$ cat src/rtl/mem_port_responder_if.sv
// Signal bundle between the pipeline's imem/dmem ports, the responder and the shared memory.
// Names keep the responder's point of view: *_i are driven into it, *_o are driven by it.
interface mem_port_responder_if #(
  parameter int ADDR_W = 32,
  parameter int DATA_W = 32
);
  // Handshake: a requester raises read/write with stable address/data and holds it until its
  // one-cycle resp pulse (an imem fetch may also be withdrawn on a flush); downstream the
  // responder holds mem_read/mem_write with stable address/data until the one-cycle mem_resp_i.
  logic                  imem_read_i;
  logic [ADDR_W-1:0]     imem_addr_i;
  logic                  imem_resp_o;
  logic [DATA_W-1:0]     imem_rdata_o;

  logic                  dmem_read_i;
  logic                  dmem_write_i;
  logic [ADDR_W-1:0]     dmem_addr_i;
  logic [DATA_W-1:0]     dmem_wdata_i;
  logic [DATA_W/8-1:0]   dmem_wmask_i;
  logic                  dmem_resp_o;
  logic [DATA_W-1:0]     dmem_rdata_o;

  logic                  mem_read_o;
  logic                  mem_write_o;
  logic [ADDR_W-1:0]     mem_addr_o;
  logic [DATA_W-1:0]     mem_wdata_o;
  logic [DATA_W/8-1:0]   mem_wmask_o;
  logic                  mem_resp_i;
  logic [DATA_W-1:0]     mem_rdata_i;

  modport slave (
    input  imem_read_i, imem_addr_i,
    output imem_resp_o, imem_rdata_o,
    input  dmem_read_i, dmem_write_i, dmem_addr_i, dmem_wdata_i, dmem_wmask_i,
    output dmem_resp_o, dmem_rdata_o,
    output mem_read_o, mem_write_o, mem_addr_o, mem_wdata_o, mem_wmask_o,
    input  mem_resp_i, mem_rdata_i
  );

  modport master (
    output imem_read_i, imem_addr_i,
    input  imem_resp_o, imem_rdata_o,
    output dmem_read_i, dmem_write_i, dmem_addr_i, dmem_wdata_i, dmem_wmask_i,
    input  dmem_resp_o, dmem_rdata_o,
    input  mem_read_o, mem_write_o, mem_addr_o, mem_wdata_o, mem_wmask_o,
    output mem_resp_i, mem_rdata_i
  );
endinterface

$ cat src/rtl/mem_port_responder.sv
// Arbitrates imem fetches and dmem accesses onto one variable-latency memory port (dmem first),
// with fully registered outputs and silent draining of fetches abandoned by a flush.
module mem_port_responder #(
  parameter int ADDR_W = 32,
  parameter int DATA_W = 32
) (
  input  logic                      clk_i,
  input  logic                      rst_ni,
  mem_port_responder_if.slave       bus,
  output logic [2:0]                dbg_state_o
);
  localparam int MASK_W = DATA_W / 8;

  typedef enum logic [2:0] {
    S_IDLE    = 3'd0,
    S_I_BUSY  = 3'd1,
    S_D_BUSY  = 3'd2,
    S_I_DRAIN = 3'd3,
    S_RESP    = 3'd4
  } state_t;

  state_t              r_state;
  logic                r_mem_read;
  logic                r_mem_write;
  logic [ADDR_W-1:0]   r_mem_addr;
  logic [DATA_W-1:0]   r_mem_wdata;
  logic [MASK_W-1:0]   r_mem_wmask;
  logic                r_imem_resp;
  logic [DATA_W-1:0]   r_imem_rdata;
  logic                r_dmem_resp;
  logic [DATA_W-1:0]   r_dmem_rdata;

  logic                w_d_req;
  logic                w_i_abandon;

  assign w_d_req     = bus.dmem_read_i | bus.dmem_write_i;
  // The latched fetch stays wanted only while IF keeps presenting the same address.
  assign w_i_abandon = !bus.imem_read_i || (bus.imem_addr_i != r_mem_addr);

  always_ff @(posedge clk_i or negedge rst_ni) begin
    if (!rst_ni) begin
      r_state      <= S_IDLE;
      r_mem_read   <= 1'b0;
      r_mem_write  <= 1'b0;
      r_mem_addr   <= '0;
      r_mem_wdata  <= '0;
      r_mem_wmask  <= '0;
      r_imem_resp  <= 1'b0;
      r_imem_rdata <= '0;
      r_dmem_resp  <= 1'b0;
      r_dmem_rdata <= '0;
    end else begin
      r_imem_resp <= 1'b0;
      r_dmem_resp <= 1'b0;
      unique case (r_state)
        S_IDLE: begin
          if (w_d_req) begin
            // A simultaneous read+write is treated as a store.
            r_mem_addr  <= bus.dmem_addr_i;
            r_mem_wdata <= bus.dmem_wdata_i;
            r_mem_wmask <= bus.dmem_wmask_i;
            r_mem_write <= bus.dmem_write_i;
            r_mem_read  <= ~bus.dmem_write_i;
            r_state     <= S_D_BUSY;
          end else if (bus.imem_read_i) begin
            r_mem_addr  <= bus.imem_addr_i;
            r_mem_wdata <= '0;
            r_mem_wmask <= '0;
            r_mem_write <= 1'b0;
            r_mem_read  <= 1'b1;
            r_state     <= S_I_BUSY;
          end
        end
        S_D_BUSY: begin
          if (bus.mem_resp_i) begin
            if (!r_mem_write) begin
              r_dmem_rdata <= bus.mem_rdata_i;
            end
            r_mem_read  <= 1'b0;
            r_mem_write <= 1'b0;
            r_dmem_resp <= 1'b1;
            r_state     <= S_RESP;
          end
        end
        S_I_BUSY: begin
          if (bus.mem_resp_i) begin
            r_mem_read <= 1'b0;
            if (w_i_abandon) begin
              r_state <= S_IDLE;
            end else begin
              r_imem_rdata <= bus.mem_rdata_i;
              r_imem_resp  <= 1'b1;
              r_state      <= S_RESP;
            end
          end else if (w_i_abandon) begin
            // Memory cannot cancel a read, so keep it outstanding and swallow its data.
            r_state <= S_I_DRAIN;
          end
        end
        S_I_DRAIN: begin
          if (bus.mem_resp_i) begin
            r_mem_read <= 1'b0;
            r_state    <= S_IDLE;
          end
        end
        S_RESP: begin
          r_state <= S_IDLE;
        end
        default: begin
          r_state <= S_IDLE;
        end
      endcase
    end
  end

  assign bus.mem_read_o   = r_mem_read;
  assign bus.mem_write_o  = r_mem_write;
  assign bus.mem_addr_o   = r_mem_addr;
  assign bus.mem_wdata_o  = r_mem_wdata;
  assign bus.mem_wmask_o  = r_mem_wmask;
  assign bus.imem_resp_o  = r_imem_resp;
  assign bus.imem_rdata_o = r_imem_rdata;
  assign bus.dmem_resp_o  = r_dmem_resp;
  assign bus.dmem_rdata_o = r_dmem_rdata;
  assign dbg_state_o      = r_state;

endmodule
$ cat src/flat_wrapper.sv
// flat-port wrapper written by rule: the top's interface ports become plain ports
module mem_port_responder_flat 
#(
  parameter int ADDR_W = 32,
  parameter int DATA_W = 32
)
  (clk_i, rst_ni, dbg_state_o, bus_imem_read_i, bus_imem_addr_i, bus_imem_resp_o, bus_imem_rdata_o, bus_dmem_read_i, bus_dmem_write_i, bus_dmem_addr_i, bus_dmem_wdata_i, bus_dmem_wmask_i, bus_dmem_resp_o, bus_dmem_rdata_o, bus_mem_read_o, bus_mem_write_o, bus_mem_addr_o, bus_mem_wdata_o, bus_mem_wmask_o, bus_mem_resp_i, bus_mem_rdata_i);
  mem_port_responder_if #(.ADDR_W(ADDR_W), .DATA_W(DATA_W)) bus_i ();
  input  logic clk_i;
  input  logic rst_ni;
  output logic [2:0] dbg_state_o;
  input wire logic [$bits(bus_i.imem_read_i)-1:0] bus_imem_read_i;
  input wire logic [$bits(bus_i.imem_addr_i)-1:0] bus_imem_addr_i;
  output wire logic [$bits(bus_i.imem_resp_o)-1:0] bus_imem_resp_o;
  output wire logic [$bits(bus_i.imem_rdata_o)-1:0] bus_imem_rdata_o;
  input wire logic [$bits(bus_i.dmem_read_i)-1:0] bus_dmem_read_i;
  input wire logic [$bits(bus_i.dmem_write_i)-1:0] bus_dmem_write_i;
  input wire logic [$bits(bus_i.dmem_addr_i)-1:0] bus_dmem_addr_i;
  input wire logic [$bits(bus_i.dmem_wdata_i)-1:0] bus_dmem_wdata_i;
  input wire logic [$bits(bus_i.dmem_wmask_i)-1:0] bus_dmem_wmask_i;
  output wire logic [$bits(bus_i.dmem_resp_o)-1:0] bus_dmem_resp_o;
  output wire logic [$bits(bus_i.dmem_rdata_o)-1:0] bus_dmem_rdata_o;
  output wire logic [$bits(bus_i.mem_read_o)-1:0] bus_mem_read_o;
  output wire logic [$bits(bus_i.mem_write_o)-1:0] bus_mem_write_o;
  output wire logic [$bits(bus_i.mem_addr_o)-1:0] bus_mem_addr_o;
  output wire logic [$bits(bus_i.mem_wdata_o)-1:0] bus_mem_wdata_o;
  output wire logic [$bits(bus_i.mem_wmask_o)-1:0] bus_mem_wmask_o;
  input wire logic [$bits(bus_i.mem_resp_i)-1:0] bus_mem_resp_i;
  input wire logic [$bits(bus_i.mem_rdata_i)-1:0] bus_mem_rdata_i;
  assign bus_i.imem_read_i = bus_imem_read_i;
  assign bus_i.imem_addr_i = bus_imem_addr_i;
  assign bus_imem_resp_o = bus_i.imem_resp_o;
  assign bus_imem_rdata_o = bus_i.imem_rdata_o;
  assign bus_i.dmem_read_i = bus_dmem_read_i;
  assign bus_i.dmem_write_i = bus_dmem_write_i;
  assign bus_i.dmem_addr_i = bus_dmem_addr_i;
  assign bus_i.dmem_wdata_i = bus_dmem_wdata_i;
  assign bus_i.dmem_wmask_i = bus_dmem_wmask_i;
  assign bus_dmem_resp_o = bus_i.dmem_resp_o;
  assign bus_dmem_rdata_o = bus_i.dmem_rdata_o;
  assign bus_mem_read_o = bus_i.mem_read_o;
  assign bus_mem_write_o = bus_i.mem_write_o;
  assign bus_mem_addr_o = bus_i.mem_addr_o;
  assign bus_mem_wdata_o = bus_i.mem_wdata_o;
  assign bus_mem_wmask_o = bus_i.mem_wmask_o;
  assign bus_i.mem_resp_i = bus_mem_resp_i;
  assign bus_i.mem_rdata_i = bus_mem_rdata_i;
  mem_port_responder #(.ADDR_W(ADDR_W), .DATA_W(DATA_W)) u_core (.clk_i(clk_i), .rst_ni(rst_ni), .bus(bus_i), .dbg_state_o(dbg_state_o));
endmodule
$ cat config.mk
export PLATFORM = sky130hd
export DESIGN_NAME = mem_port_responder_flat
export DESIGN_NICKNAME = d
export VERILOG_FILES = /design/src/rtl/mem_port_responder_if.sv /design/src/rtl/mem_port_responder.sv /design/src/flat_wrapper.sv
export SDC_FILE = /design/constraint.sdc
export NUM_CORES = 1
export LEC_CHECK = 0
export CAP_MARGIN = 0
export CORE_ASPECT_RATIO = 0.75
export CORE_MARGIN = 2
export CORE_UTILIZATION = 45
export DETAILED_ROUTE_END_ITERATION = 12
export HOLD_SLACK_MARGIN = 0.05
export PLACE_DENSITY = 0.84
export SLEW_MARGIN = 20
export SYNTH_ARGS = -nofsm -noshare
export SYNTH_HDL_FRONTEND = slang
export SYNTH_SLANG_ARGS = --single-unit
$ cat constraint.sdc
create_clock -name clk_i -period 4.9 [get_ports clk_i]
set_input_delay 0.735 -clock clk_i [delete_from_list [all_inputs] [get_ports clk_i]]
set_output_delay 0.735 -clock clk_i [all_outputs]
set_load 0.005 [all_outputs]
==> out/qor.csv <==
stage,metric,value,unit
status,outcome,"complete, no violations",
detailed_routing,via_per_inst,5.234,
global_routing,grt_max_degree,88,
detailed_routing,drt-initial-drc-count,186,
timing,fin_skew,0.01076,ns
global_routing,grt_antenna_before_repair,0,
hold_path,hp-class,in -> async,
finish,seqCellArea,0.003478,mm²
timing,fin_crit,2.568,ns
die,io-pin-count,277,
timing,hold_viol_final,0,
finish,multi_input_area,0.002445,mm²
synthesis,synth_edf_count,0,
setup_path,cp.required,5.24,ns
synthesis,async_flop_share,100.0,%
finish,area_growth,58.92,%
die,initial_core_util,46.22,%
global_routing,grt_util_all_layers,24.15,%
clock_network,post_cts_buffers,0,
setup_path,cp_common_cell,buf_4,
setup_path,slowest_delay,0.63,ns
detailed_routing,ant_nets,0,
synthesis,synth_area,0.006037,mm²
finish,stdcell_area,0.009594,mm²
clock_network,clock_latency,0.41,ns
global_routing,grt_pass1_wl,26.53,mm
clock_network,clock_tree.buffer_depth,2,
timing,slew_headroom,47.97,%
setup_path,crit_arrival,2.91,ns
die,die_x,137.7,µm
timing,slew_violations,0,
detailed_routing,vias,4800,
finish,finish.utilization,73.45,%
finish,fin_nets,871,
detailed_routing,wirelength,17.15,mm
clock_network,clock_tree.root_cell,clkbuf_16,
finish,fin_cells,917,
synthesis,synthFlopType,dfrtp_1,
setup_path,crit_path_start_kind,input pin,
global_routing,grt_pass1_vias,4926,
timing,finalSetupViolations,0,
global_routing,grt-ovfl-total,0,
finish,drive_gt1_share,15.82,%
timing,fin_setup_tns,0,ns
power,power-per-cell-area,555.0,mW/mm²
synthesis,synthesis.nets,592,
setup_path,path_buf_inv,3,
setup_path,worstPathMaxFanout,35,
place,dpl.hpwl,12.57,mm
place,dp.cells,884,
detailed_routing,dr.pass1.iters,4,
die,die_y,104.3,µm
setup_path,endpoint_kind,flip-flop,
finish,diodes,0,
synthesis,synth_seq_cells,139,
synthesis,synth-seq-area-share,57.62,%
setup_path,critPathSlowestCell,nor2b_2,
timing,min_period_over_period,52.41,%
clock_network,cts-hold-fix-buffers,0,
timing,rsz0062_at_grt,no,
finish,fillers,841,
clock_network,clk_pin_slew,0.06,ns
die,coreArea,0.01306,mm²
synthesis,ys_types,38,
detailed_routing,drcViolationCount,0,
clock_network,post_cts_resized,0,
power,p_leak,4.169,nW
setup_path,critPathKind,in -> reg,
place,port_buffers,276,
die,dieArea,0.01437,mm²
clock_network,cts_tree,built,
clock_network,cts.sinks,139,
power,vdd_drop_max,0.3774,mV
place,gp_congestion,0.8072,
synthesis,yosys_warnings,0,
setup_path,path_cells,clkdlybuf4s50_1 -> nor2_4 -> buf_4 -> nor2b_2 -> buf_4 -> a22o_1,
timing,tightest_slew,0.7805,ns
detailed_routing,wl_per_cell,18.70,µm
setup_path,worst_path_dominant_cell_family,buffers and inverters,
timing,fin_hold_ws,0.3701,ns
flow_run,cap_viol_max_count,0,
clock_network,htree_levels,4,
clock_network,cts_made_buffers,17,
timing,fmax,389.4,MHz
place,placed_area,0.008972,mm²
synthesis,postSynthAreaPerCell,13.30,µm²
die,row_count,36,
synthesis,synthCells,454,
per-stage QoR:
stage               worst slack [ns]  total power [mW]
detailed placement             1.807             4.003
global route                   2.189             5.641
CTS                            2.220             5.365
finish                         2.332             5.325
floorplan                      2.818             2.733
global placement               1.913             3.919
cell usage in the layout (no fill, tap or decap), drive strengths merged, types with 2 or more instances in the layout:
cell type      netlist  final
clkbuf              12     20
xnor2               23     23
dfrtp              139    139
buf                 12      9
nor2b                2      2
o21ai               34     34
a22o                36     36
mux2                64     64
nand4               13     13
clkinv               0      6
bufinv               0      3
mux2i               32     32
clkdlybuf4s50        0    275
nor3                 6      6
nand4b               2      2
or2b                 9      9
nand2b               5      5
o2111ai              2      2
nor2                 5      5
nor4                 2      2
nand2               35     35
inv                  5      8
nand3                5      5
state kept, by name, indices dropped and copies added (netlist names):
name,count
u_core.bus.dmem_rdata_o,32
u_core.bus.imem_rdata_o,32
u_core.bus.mem_addr_o,32
u_core.bus.mem_wdata_o,32
u_core.bus.mem_wmask_o,4
u_core.dbg_state_o,3
u_core.bus.dmem_resp_o,1
u_core.bus.imem_resp_o,1
u_core.bus.mem_read_o,1
u_core.bus.mem_write_o,1
per-layer routing:
metal  vias up  track usage [%]  routed length [µm]  part of all wire, %
li1       2207                -                   -                    -
met3        29            7.700                1444                  8.4
met1      2336            30.99                7174                   42
met4         0            7.799                 318                  1.9
met5         -                0                   0                    0
met2       228            38.81                8214                   48
synth_stat cells, types with 2 or more instances:
library cell | count | area [µm²]
nand2_1 | 35 | 131.4
nand4_1 | 12 | 75.07
buf_6 | 3 | 33.78
clkbuf_1 | 12 | 45.04
o21ai_0 | 34 | 170.2
buf_1 | 2 | 7.510
mux2_2 | 34 | 382.9
o2111ai_1 | 2 | 17.52
inv_1 | 5 | 18.77
a22o_1 | 36 | 315.3
mux2i_1 | 32 | 320.3
nand2b_1 | 5 | 31.28
nor2b_1 | 2 | 12.51
dfrtp_1 | 139 | 3478
nand3_1 | 5 | 25.02
or2b_1 | 2 | 15.01
or2b_2 | 7 | 61.31
xnor2_1 | 22 | 192.7
nor3_1 | 6 | 30.03
buf_2 | 7 | 35.03
mux2_4 | 30 | 450.4
nand4b_1 | 2 | 17.52
nor2_1 | 5 | 18.77
where the power goes:
part           leakage (nW)  internal, mW  switching, mW
Clock                 0.301         0.823          0.503
Sequential             1.76          1.58          0.324
Combinational          2.11          1.29          0.811
logic make-up (layout without fill, tap and decap cells):
family | after synthesis | count (layout) | synth area share [%]
flip-flops | 139 | 139 | 57.62
multiplexers | 96 | 96 | 19.11
AND/OR/NAND/NOR | 87 | 87 | 8.145
AO/OA/AOI/OAI | 79 | 79 | 9.202
buffers and inverters | 29 | 321 | 2.321
XOR/XNOR | 24 | 24 | 3.606
worst paths after layout:
check,start,end,slack [ns],cells after the start
max reg2reg,u_core.dbg_state_o[1]$_DFFE_PN0P_,u_core.bus.mem_wdata_o[17]$_DFFE_PN0P_,2.69,4
min reg2reg,u_core.bus.mem_wdata_o[5]$_DFFE_PN0P_,u_core.bus.mem_wdata_o[5]$_DFFE_PN0P_,0.50,1
min in group clk_i,u_core.bus.mem_wdata_o[5]$_DFFE_PN0P_,u_core.bus.mem_wdata_o[5]$_DFFE_PN0P_,0.50,1
max,bus_dmem_write_i,u_core.bus.mem_wdata_o[17]$_DFFE_PN0P_,2.33,6
max in group asynchronous,rst_ni,u_core.bus.mem_addr_o[14]$_DFFE_PN0P_,3.33,2
min,rst_ni,u_core.bus.imem_rdata_o[3]$_DFFE_PN0P_,0.37,1
layout make-up:
type,count,share of cell area [%]
Clock buffer,20,4.656
Sequential cell,139,36.25
Timing Repair Buffer,284,29.47
Clock inverter,12,1.708
Tap cell,171,2.230
Multi-Input combinational cell,286,25.48
Inverter,5,0.1956
worst register-to-register path: stages, from the launching register on:
cell     delay [ns]
dfrtp_1        0.45
nor3_1         0.46
nor2b_2        0.68
buf_4          0.36
a22o_1         0.20
Note: power is estimated with default switching activity, not from simulation.
